===== config.mk =====
export PLATFORM = sky130hd
export DESIGN_NAME = lsu_ctrl_flat
export DESIGN_NICKNAME = d
export VERILOG_FILES = /design/src/rtl/lsu_ctrl_if.sv /design/src/rtl/lsu_ctrl.sv /design/src/flat_wrapper.sv
export SDC_FILE = /design/constraint.sdc
export NUM_CORES = 1
export LEC_CHECK = 0
export ABC_AREA = 1
export CELL_PAD_IN_SITES_DETAIL_PLACEMENT = 0
export CELL_PAD_IN_SITES_GLOBAL_PLACEMENT = 1
export CORE_ASPECT_RATIO = 0.7
export CORE_MARGIN = 4
export CORE_UTILIZATION = 33
export CTS_BUF_LIST = sky130_fd_sc_hd__clkbuf_4
export CTS_CLUSTER_SIZE = 28
export DETAILED_ROUTE_END_ITERATION = 8
export GPL_TIMING_DRIVEN = 0
export PLACE_DENSITY_LB_ADDON = 0.1
export SYNTH_ARGS = -nofsm -noshare
export SYNTH_HDL_FRONTEND = slang
export SYNTH_SLANG_ARGS = --single-unit

===== constraint.sdc =====
create_clock -name clk -period 2.6 [get_ports clk]
set_input_delay 0.52 -clock clk [delete_from_list [all_inputs] [get_ports clk]]
set_output_delay 0.52 -clock clk [all_outputs]
set_load 0.1 [all_outputs]

===== src/rtl/lsu_ctrl_if.sv =====
// Load/store request/response handshake and data-memory bus.
// slave: controller side; master: core pipeline plus memory side.
interface lsu_ctrl_if;
  logic        req_valid;
  logic        req_ready;
  logic        req_we;
  logic [2:0]  req_mask;
  logic [31:0] req_addr;
  logic [31:0] req_wdata;
  logic        resp_valid;
  logic [31:0] resp_rdata;
  logic        resp_err;
  logic [31:0] addr;
  logic [31:0] wr_data;
  logic        mem_wr;
  logic        mem_rd;
  logic [2:0]  mask;
  logic [31:0] rd_data;

  modport slave (
    input  req_valid, req_we, req_mask,
    input  req_addr, req_wdata, rd_data,
    output req_ready, resp_valid,
    output resp_rdata, resp_err,
    output addr, wr_data, mem_wr,
    output mem_rd, mask
  );

  modport master (
    output req_valid, req_we, req_mask,
    output req_addr, req_wdata, rd_data,
    input  req_ready, resp_valid,
    input  resp_rdata, resp_err,
    input  addr, wr_data, mem_wr,
    input  mem_rd, mask
  );
endinterface


===== src/rtl/lsu_ctrl.sv =====
// Load/store controller: one request at a time, word-only memory
// accesses, lane extract/extend and read-modify-write merge here.
module lsu_ctrl #(
  parameter int MEM_WORDS = 256
) (
  input logic      clk,
  input logic      rst_n,
  lsu_ctrl_if.slave bus
);

  typedef enum logic [1:0] {
    IDLE, RD, WR, RESP
  } state_t;

  typedef struct packed {
    logic        we;
    logic [2:0]  mask;
    logic [31:0] addr;
    logic [31:0] wdata;
  } req_t;

  state_t      st, st_n;
  req_t        rq;
  logic        err_q;
  logic [31:0] buf_q;
  logic        err_c;
  logic [31:0] merged;
  logic [31:0] ext;
  logic [7:0]  byte_v;
  logic [15:0] half_v;
  logic [31:0] word_addr;

  always_comb begin
    err_c = 1'b0;
    unique case (bus.req_mask)
      3'b011, 3'b110, 3'b111: err_c = 1'b1;
      3'b001, 3'b101: err_c = bus.req_addr[0];
      3'b010: err_c = |bus.req_addr[1:0];
      default: err_c = 1'b0;
    endcase
    if (bus.req_we && bus.req_mask[2])
      err_c = 1'b1;
    if ({2'b00, bus.req_addr[31:2]} >= 32'(MEM_WORDS))
      err_c = 1'b1;
  end

  always_ff @(posedge clk or negedge rst_n) begin
    if (!rst_n) begin
      st    <= IDLE;
      rq    <= '0;
      err_q <= 1'b0;
      buf_q <= '0;
    end else begin
      st <= st_n;
      if (st == IDLE && bus.req_valid) begin
        rq.we    <= bus.req_we;
        rq.mask  <= bus.req_mask;
        rq.addr  <= bus.req_addr;
        rq.wdata <= bus.req_wdata;
        err_q    <= err_c;
      end
      if (st == RD)
        buf_q <= bus.rd_data;
    end
  end

  assign word_addr = {rq.addr[31:2], 2'b00};
  assign byte_v = buf_q[{rq.addr[1:0], 3'b000} +: 8];
  assign half_v = rq.addr[1] ? buf_q[31:16]
                             : buf_q[15:0];

  // Sub-word stores patch only the addressed lane of the read word.
  always_comb begin
    merged = buf_q;
    unique case (rq.mask[1:0])
      2'b00:
        merged[{rq.addr[1:0], 3'b000} +: 8] = rq.wdata[7:0];
      2'b01:
        if (rq.addr[1])
          merged[31:16] = rq.wdata[15:0];
        else
          merged[15:0] = rq.wdata[15:0];
      default: merged = rq.wdata;
    endcase
  end

  always_comb begin
    unique case (rq.mask)
      3'b000:  ext = {{24{byte_v[7]}}, byte_v};
      3'b100:  ext = {24'h0, byte_v};
      3'b001:  ext = {{16{half_v[15]}}, half_v};
      3'b101:  ext = {16'h0, half_v};
      default: ext = buf_q;
    endcase
  end

  always_comb begin
    st_n           = st;
    bus.req_ready  = 1'b0;
    bus.mem_rd     = 1'b0;
    bus.mem_wr     = 1'b0;
    bus.addr       = '0;
    bus.wr_data    = '0;
    bus.resp_valid = 1'b0;
    bus.resp_err   = 1'b0;
    bus.resp_rdata = '0;
    bus.mask       = 3'b010;
    unique case (st)
      IDLE: begin
        bus.req_ready = 1'b1;
        if (bus.req_valid) begin
          if (err_c)
            st_n = RESP;
          else if (bus.req_we && bus.req_mask == 3'b010)
            st_n = WR;
          else
            st_n = RD;
        end
      end
      RD: begin
        bus.mem_rd = 1'b1;
        bus.addr   = word_addr;
        st_n       = rq.we ? WR : RESP;
      end
      WR: begin
        bus.mem_wr  = 1'b1;
        bus.addr    = word_addr;
        bus.wr_data = merged;
        st_n        = RESP;
      end
      RESP: begin
        bus.resp_valid = 1'b1;
        bus.resp_err   = err_q;
        bus.resp_rdata = (err_q || rq.we) ? '0 : ext;
        st_n           = IDLE;
      end
      default: st_n = IDLE;
    endcase
  end

endmodule


===== src/flat_wrapper.sv =====
// flat-port wrapper written by rule: the top's interface ports become plain ports
module lsu_ctrl_flat 
#(
  parameter int MEM_WORDS = 256
)
  (clk, rst_n, bus_req_valid, bus_req_we, bus_req_mask, bus_req_addr, bus_req_wdata, bus_rd_data, bus_req_ready, bus_resp_valid, bus_resp_rdata, bus_resp_err, bus_addr, bus_wr_data, bus_mem_wr, bus_mem_rd, bus_mask);
  lsu_ctrl_if bus_i ();
  input logic clk;
  input logic rst_n;
  input wire logic [$bits(bus_i.req_valid)-1:0] bus_req_valid;
  input wire logic [$bits(bus_i.req_we)-1:0] bus_req_we;
  input wire logic [$bits(bus_i.req_mask)-1:0] bus_req_mask;
  input wire logic [$bits(bus_i.req_addr)-1:0] bus_req_addr;
  input wire logic [$bits(bus_i.req_wdata)-1:0] bus_req_wdata;
  input wire logic [$bits(bus_i.rd_data)-1:0] bus_rd_data;
  output wire logic [$bits(bus_i.req_ready)-1:0] bus_req_ready;
  output wire logic [$bits(bus_i.resp_valid)-1:0] bus_resp_valid;
  output wire logic [$bits(bus_i.resp_rdata)-1:0] bus_resp_rdata;
  output wire logic [$bits(bus_i.resp_err)-1:0] bus_resp_err;
  output wire logic [$bits(bus_i.addr)-1:0] bus_addr;
  output wire logic [$bits(bus_i.wr_data)-1:0] bus_wr_data;
  output wire logic [$bits(bus_i.mem_wr)-1:0] bus_mem_wr;
  output wire logic [$bits(bus_i.mem_rd)-1:0] bus_mem_rd;
  output wire logic [$bits(bus_i.mask)-1:0] bus_mask;
  assign bus_i.req_valid = bus_req_valid;
  assign bus_i.req_we = bus_req_we;
  assign bus_i.req_mask = bus_req_mask;
  assign bus_i.req_addr = bus_req_addr;
  assign bus_i.req_wdata = bus_req_wdata;
  assign bus_i.rd_data = bus_rd_data;
  assign bus_req_ready = bus_i.req_ready;
  assign bus_resp_valid = bus_i.resp_valid;
  assign bus_resp_rdata = bus_i.resp_rdata;
  assign bus_resp_err = bus_i.resp_err;
  assign bus_addr = bus_i.addr;
  assign bus_wr_data = bus_i.wr_data;
  assign bus_mem_wr = bus_i.mem_wr;
  assign bus_mem_rd = bus_i.mem_rd;
  assign bus_mask = bus_i.mask;
  lsu_ctrl #(.MEM_WORDS(MEM_WORDS)) u_core (.clk(clk), .rst_n(rst_n), .bus(bus_i));
endmodule

## Yosys cells after proc, flatten, opt, wreduce, memory -nomap -nowiden

Cells that the tools add are included.

| word-level totals | value |
|---|---|
| register bits after elaboration | 103 |
| bits in latches | 0 |
| bits in writable memories | 0 |
| ROM bits | 0 |
| input bits | 103 |
| word-level logic and storage cells | 60 |
| memories kept | 0 |

| cells by class | value |
|---|---|
| $add $sub $neg | 1 |
| multiply operators | 0 |
| div/mod/pow operators | 0 |
| magnitude comparators | 1 |
| equality and inequality tests | 14 |
| shift-type cells | 3 |
| mux-type cells | 23 |
| bitwise gates (word level) | 0 |
| reduce and logical (&&, ||, !) cells | 11 |

Operators by type and width:

| kind | count |
|---|---|
| $mux 32 | 4 |
| $pmux 32 s4 | 1 |
| $pmux 32 s2 | 1 |
| $mux 16 | 3 |
| $bwmux 32 | 1 |
| $shift 8x7->32 const A | 1 |
| $shiftx 32x6->8 | 1 |
| $shiftx 8x7->32 | 1 |
| $ge 30x9->1 const B | 1 |
| $eq 3x3->1 const B | 5 |
| $mux 1 | 8 |
| $pmux 2 s4 | 1 |
| $neg 5->7 | 1 |
| $eq 3x1->1 const B | 2 |
| $eq 3x2->1 const B | 2 |
| $mux 2 | 3 |
| $reduce_or 2->1 | 3 |
| $eq 2x1->1 const B | 2 |
| $eq 2x2->1 const B | 2 |
| $logic_not 2->1 | 2 |
| $logic_and 1x1->1 | 3 |
| $logic_not 3->1 | 1 |
| $pmux 1 s3 | 1 |
| $reduce_or 3->1 | 1 |
| 2 further kinds | 2 |

## Logic depth before layout (Yosys ltp)

Gate-level depths: netlist of run 1.

| logic depth | value |
|---|---|
| depth after elaboration | 8 |
| mapped depth | 12 |
| depth with buffers taken out | 9 |

## Worst setup path after synthesis of run 1

Ideal clock, no wire load.

| timing | value |
|---|---|
| path type | flip-flop to output port |
| start | register u_core.st[0] |
| end | output bus_wr_data[24] |
| arrival | 3,740 ps |
| data required time | 2,080 ps |
| slack | -1,660 ps |
| cell stages (with the launch flop) | 7 |
| buffers on the path | 2 |
| path through | dfrtp_1 -> inv_1 -> ha_1 -> clkinv_1 -> clkbuf_1 -> buf_2 -> a21oi_1 |

| on the way | value |
|---|---|
| word-level cells in the longest chain between the ends | 2 |

RTL lines:

| item | line | source |
|---|---|---|
| from (decl) | lsu_ctrl.sv:22 | `state_t st, st_n;` |
| from (signal assigned) | lsu_ctrl.sv:54 | `st <= st_n;` |
| $eq 2x2->1 | lsu_ctrl.sv:108 | `unique case (st)` |
| $mux 32 | lsu_ctrl.sv:108 |  |
| to (decl) | flat_wrapper.sv:21 | `output wire logic [$bits(bus_i.wr_data)-1:0] bus_wr_data;` |

No other way between the ends.

## Worst setup path after layout of run 1

| timing | value |
|---|---|
| start | register u_core.rq[33] (netlist name) |
| end | output bus_wr_data[18] |

| on the way | value |
|---|---|
| word-level cells in the longest chain between the ends | 5 |

RTL lines:

| item | line | source |
|---|---|---|
| from (decl) | lsu_ctrl.sv:23 | `req_t rq;` |
| $neg 5->7 | lsu_ctrl.sv:77 | `merged[{rq.addr[1:0], 3'b000} +: 8] = rq.wdata[7:0];` |
| $shiftx 8x7->32 / $shift 8x7->32 (equally long branches) | lsu_ctrl.sv:77 |  |
| $bwmux 32 | lsu_ctrl.sv:77 |  |
| $pmux 32 s2 * | lsu_ctrl.sv:75 | `unique case (rq.mask[1:0])` |
| $mux 32 * | lsu_ctrl.sv:108 |  |

Mark *: on every way between the ends. The rest lies on a longest branch, timed or not.

==> results.md, run 1 <==
* Nature of the critical path endpoint: output pin
* Post-synth EDFFs at 0
* CP Data Required Time at 2.08 ns
* Starting density of the core at 33.9%
* RePlAce Congestion at 0.912
* GRT Total Usage at 24.1%
* Mapped cell area at 6460 um2
* Most numerous cell in the Yosys netlist: nand2_1
* I/O Buffers at 201
* Synth Warn # at 0
* Worst-margin pin slew at 0.992 ns
* Post-layout net count at 1351
* Total CTS buffers at 9
* Routed WL at 27.4 mm
* CTS tree: done
* Clock Latency Late Sink at 0.50 ns
* Largest net degree at the start of global routing at 56
* Vias at 7448
* Rows at 42
* Die area at 21900 um2
* DRT Pass-1 Iters at 5
* Post-route setup slack at -0.290 ns
* DRC viols at 0
* Yosys top cell area share at 39.9%
* Reg2reg setup slack at 0.37 ns
* Fmax at 0.346 GHz
* Critical path class: register to output pin
* Htree depth at 3
* Placed Area at 9310 um2
* Synthesized netlist cell count at 992
* Slew HR at 34.2%
* Post-synth cell types at 29
* Max Cap Viol at 0
* Clk root buf: clkbuf_4
* Async SR Flop Fraction at 100%
* Clock Sinks at 103
* Violated checks: negative setup slack
* Most common library cells after synthesis: nand2_1, o21ai_0, dfrtp_1
* Final instance area at 11100 um2
* Final Hold Fails at 0
* Antenna violations before repair at 0
* Outcome: finished with violations
* Fill cell count at 1822
* Tcrit/Tclk final at 111%
* DR WL/cell at 18.2 um
* Number of antenna diodes at 0
* Final hold slack at 0.0339 ns
* Global-route wire length before repair at 41.3 mm
* Pre-CTS worst setup slack at -1.03 ns
* FF+latch count, synth at 103
* Vias/cell at 4.94
* Syn Area/Cell at 6.51 um2
* Setup violations, final at 53
* 1st-iter DRT viols at 601
* ANT nets after route at 0
* Cts hold-fix bufs at 0
* Final Max Slew Viols at 0
* CP Launch Type: register
* Die width at 175 um
* CP Max Fanout at 6
* Reg clk slew, reported paths at 0.18 ns
* Clk_skew at 0.0163 ns
* Seq/Total Area, Yosys at 39.9%
* Hold Path Class: input pin to async pin
* Overflow after GRT at 0
* IO Pins at 207
* CP arrival at 2.37 ns
* RSZ-0062 raised after global routing: yes
* Area contributors post-synth: dfrtp_1, nand2_1, o21ai_0
* Clock period minus worst slack at 2.89 ns
* Die height at 125 um
* Post-synth top flop: dfrtp_1
* Vias in the first global route at 7244
* Layout area overhead at 71.5%
* HPWL after DPL at 20.8 mm
* Leading area contributor after synthesis: dfrtp_1
* Layout cell share with drive strength beyond 1 at 28.5%
* Clk buf depth at 2
* Core Box Area at 19100 um2
cells by family after synthesis:
family          after synthesis  synth area share (%)
compound gates              204                  15.9
fa+ha+maj                     9                  1.74
flops                       103                  39.9
buf+inv                     154                  9.99
simple gates                520                  32.3
other cells                   2                 0.116
flip-flops by register name, summed over array words and instances (netlist names):
name	flops
u_core.buf_q	32
u_core.err_q	1
u_core.rq	68
u_core.st	2
final timing paths:
check | endpoint | startpoint | depth (start not counted)
hold reg to reg | u_core.rq[37] | u_core.rq[37] | 2
min in group clk | u_core.rq[37] | u_core.rq[37] | 2
hold / removal | u_core.rq[58] | rst_n | 1
max in group asynchronous | u_core.rq[25] | rst_n | 2
setup / recovery | bus_wr_data[18] | u_core.rq[33] | 10
setup reg to reg | u_core.buf_q[8] | u_core.st[1] | 6
final cells by class:
class,count,area (um2),area share (%)
buffer,59,460,4.16
clock buffer,10,75.1,0.678
clock inverter,6,83.8,0.757
inverter,95,387,3.49
multi-input combinational,738,4170,37.6
sequential,103,2580,23.3
tap,264,330,2.98
timing repair buffer,233,3000,27.0
metal layers:
metal  global-route usage, %  part of all wire (%)  vias up
met4                    3.79                   1.1        0
met2                    35.7                    42      288
met3                    3.95                   7.5       33
met5                       0                     0        -
met1                    37.4                    49     3517
li1                        -                     -     3610
worst max-delay path, stage by stage, from the launching register on:
cell and delay, ns:
dfrtp_1 0.40, buf_6 0.12, inv_6 0.04, buf_8 0.13, ha_4 0.33, nand2_8 0.08
buf_8 0.15, nor3_4 0.12, o21ai_2 0.09, a21oi_4 0.21, buf_12 0.20
metrics by stage:
| stage | setup TNS, ns | std cells | util, % |
|---|---|---|---|
| 6_report | -9.23 | 1508 | 58.1 |
| 5_1_grt | -13.94 | 1508 | 58.1 |
| 4_1_cts | -7.54 | 1499 | 55.8 |
| 3_5_place_dp | -68.16 | 1461 | 48.8 |
| 3_3_place_gp | -386.40 | 1460 | 48.6 |
| 2_1_floorplan | -0.0572 | 995 | - |
timing repair:
item / 4_1_cts / 5_1_grt
buffers inserted: 20 / 10
cloned: 2 / 1
pin swaps: 43 / 37
endpoints found under the setup margin: 99 / 96
resized for setup: 914 / 110
cell usage in the layout, fill, tap and decap left out, drive strengths merged, types with 2 or more instances in the layout:
cell type and instances:
clkinv 3, buf 157, and3 8, nand3 24
nor3 15, clkbuf 40, o21ai 133, clkinvlp 2
clkdlybuf4s50 101, inv 95, nand2 374, conb 5
nor2 97, clkdlybuf4s15 3, a21oi 68, ha 9
dfrtp 103
Power of run 1 is not shown: default switching activity piles up to over one toggle a cycle in this logic, so the estimate is an artifact.
==> inputs of run 2 (changes only) <==
- CORE_UTILIZATION: 33 -> 35
- RECOVER_POWER: unset -> 25
- clock period: 2.6 -> 3.6 ns (I/O delays scaled with it)
==> run 2 against run 1 <==
  * The flow finishes with violations (max-capacitance violations, max-slew violations)
  * Cell area decreased by 20%
  * Clock skew decreased by 0.0010 ns
  * Hold slack improved by 0.47 ns
  * Worst setup slack improved by 0.38 ns
  * Sequential cell count unchanged
  * Critical endpoint is now bus_resp_rdata[1]
  * Largest cell class unchanged
==> results.md, run 2 (synthesis results as in run 1) <==
* Outcome: finished with violations
* Violated checks: max-capacitance violations, max-slew violations
* Reg2reg setup slack at 1.64 ns
* ANT nets after route at 0
* Core Box Area at 18100 um2
* HPWL after DPL at 20.0 mm
* Rows at 41
* Largest net degree at the start of global routing at 56
* Launch point of the worst path: u_core.rq[64]
* Slew HR at -82.6%
* Nature of the critical path endpoint: output pin
* Worst Setup EP: bus_resp_rdata[1]
* Clock Latency Late Sink at 0.48 ns
* Critical path's largest stage delay at 0.83 ns
* Reg2reg end: u_core.buf_q[15]
* Reg clk slew, reported paths at 0.17 ns
* Global-route wire length before repair at 37.9 mm
* Commonest non-fill, non-tap cell in the layout: nand2_1
* Die height at 122 um
* 1st-iter DRT viols at 591
* DR WL/cell at 17.0 um
* Overflow after GRT at 0
* Worst-margin pin slew at 2.74 ns
* Layout cell share with drive strength beyond 1 at 15.9%
* Post-layout net count at 1322
* Routed WL at 24.7 mm
* Clock Sinks at 103
* R2R cell count at 6
* Cts hold-fix bufs at 0
* Fill cell count at 1954
* CP Launch Type: register
* Die width at 170 um
* Final Max Slew Viols at 49
* Setup violations, final at 0
* Pre-CTS worst setup slack at -0.365 ns
* DRT Pass-1 Iters at 5
* Hold Path Class: register to register
* GRT Total Usage at 23.7%
* Clk root buf: clkbuf_4
* DP Cell Count at 1433
* Reg area at 2580 um2
* Max Cap Viol at 1
* CP Max Fanout at 10
* Slowest CP cell: clkdlybuf4s15_1
* CP Data Required Time at 2.88 ns
* Vias in the first global route at 6579
* Non-Filler Instances at 1451
* Number of antenna diodes at 0
* CP arrival at 2.79 ns
* CTS tree: done
* Most frequent cells in the layout: nand2_1, o21ai_0, clkdlybuf4s50_1, dfrtp_1, inv_1
* Total CTS buffers at 9
* Fmax at 0.285 GHz
* Antenna violations before repair at 0
* Clk_skew at 0.0153 ns
* Die area at 20700 um2
* Clock period minus worst slack at 3.51 ns
* Starting density of the core at 35.8%
* Critical path class: register to output pin
* Post-route setup slack at 0.0878 ns
* Max reg flops at 68
* Area of the multi-input gates at 3360 um2
* DRC viols at 0
* Crit-path cells: buf_2, o21ai_1, o21ai_0, nor2_2, clkdlybuf4s15_1
* R2R Path Start: u_core.st[1]
* Largest reg by FF count: u_core.rq
* Tcrit/Tclk final at 97.6%
* Largest regs: u_core.rq (68), u_core.buf_q (32), u_core.st (2)
* Clk buf depth at 2
* IO Pins at 207
* I/O Buffers at 201
* Htree depth at 3
* Layout area overhead at 37.6%
* Vias/cell at 4.89
* RePlAce Congestion at 0.937
* RSZ-0062 raised after global routing: no
* Final Hold Fails at 0
* Vias at 7091
## run 2: worst min-delay path by stage
stage	slack, ns	start	end	depth (start not counted)
2_1_floorplan	0.42	rst_n	u_core.buf_q[0]	0
3_3_place_gp	0.46	u_core.rq[40]	u_core.rq[40]	2
3_5_place_dp	0.47	u_core.rq[39]	u_core.rq[39]	2
4_1_cts	0.24	rst_n	u_core.rq[58]	1
5_1_grt	0.51	u_core.rq[57]	u_core.rq[57]	2
6_report	0.50	u_core.rq[55]	u_core.rq[55]	2
## run 2: through the flow
step,hold slack (ns),util [%],instance area [um2],setup TNS (ns)
2_1_floorplan,0.424,-,6580,-1.51
3_3_place_gp,0.463,49.2,8890,-241.06
3_5_place_dp,0.466,49.3,8910,-8.04
4_1_cts,0.238,49.7,8980,0
5_1_grt,0.515,49.2,8890,0
6_report,0.503,49.2,8890,0
## run 2: layer usage
metal,part of all wire [%],track usage [%]
met4,0.87,3.69
met1,50,37.4
met3,8.9,6.16
met5,0,0
met2,40,32.8
## run 2: timing repair
action | CTS | global route
setup endpoints to repair | 94 | 77
resized for setup | 279 | 120
buffers inserted | 1 | 2
pin swaps | 0 | 2
gates cloned | 0 | 0
## run 2: cell type report
class / count / share of cell area, %
Timing Repair Buffer: 205 / 20.7
Inverter: 95 / 4.04
Multi-Input combinational cell: 738 / 37.8
Buffer: 58 / 3.31
Sequential cell: 103 / 29.0
Clock buffer: 10 / 0.845
Clock inverter: 6 / 0.943
Tap cell: 236 / 3.32
## run 2: worst max-delay path, delay by kind of cell, from the launching register on
kind | cells | cell delay, ns
buf+inv | 2 | 1.05
simple gates | 1 | 0.15
flops | 1 | 0.49
compound gates | 2 | 0.65
Power of run 2 is left out for the same reason.
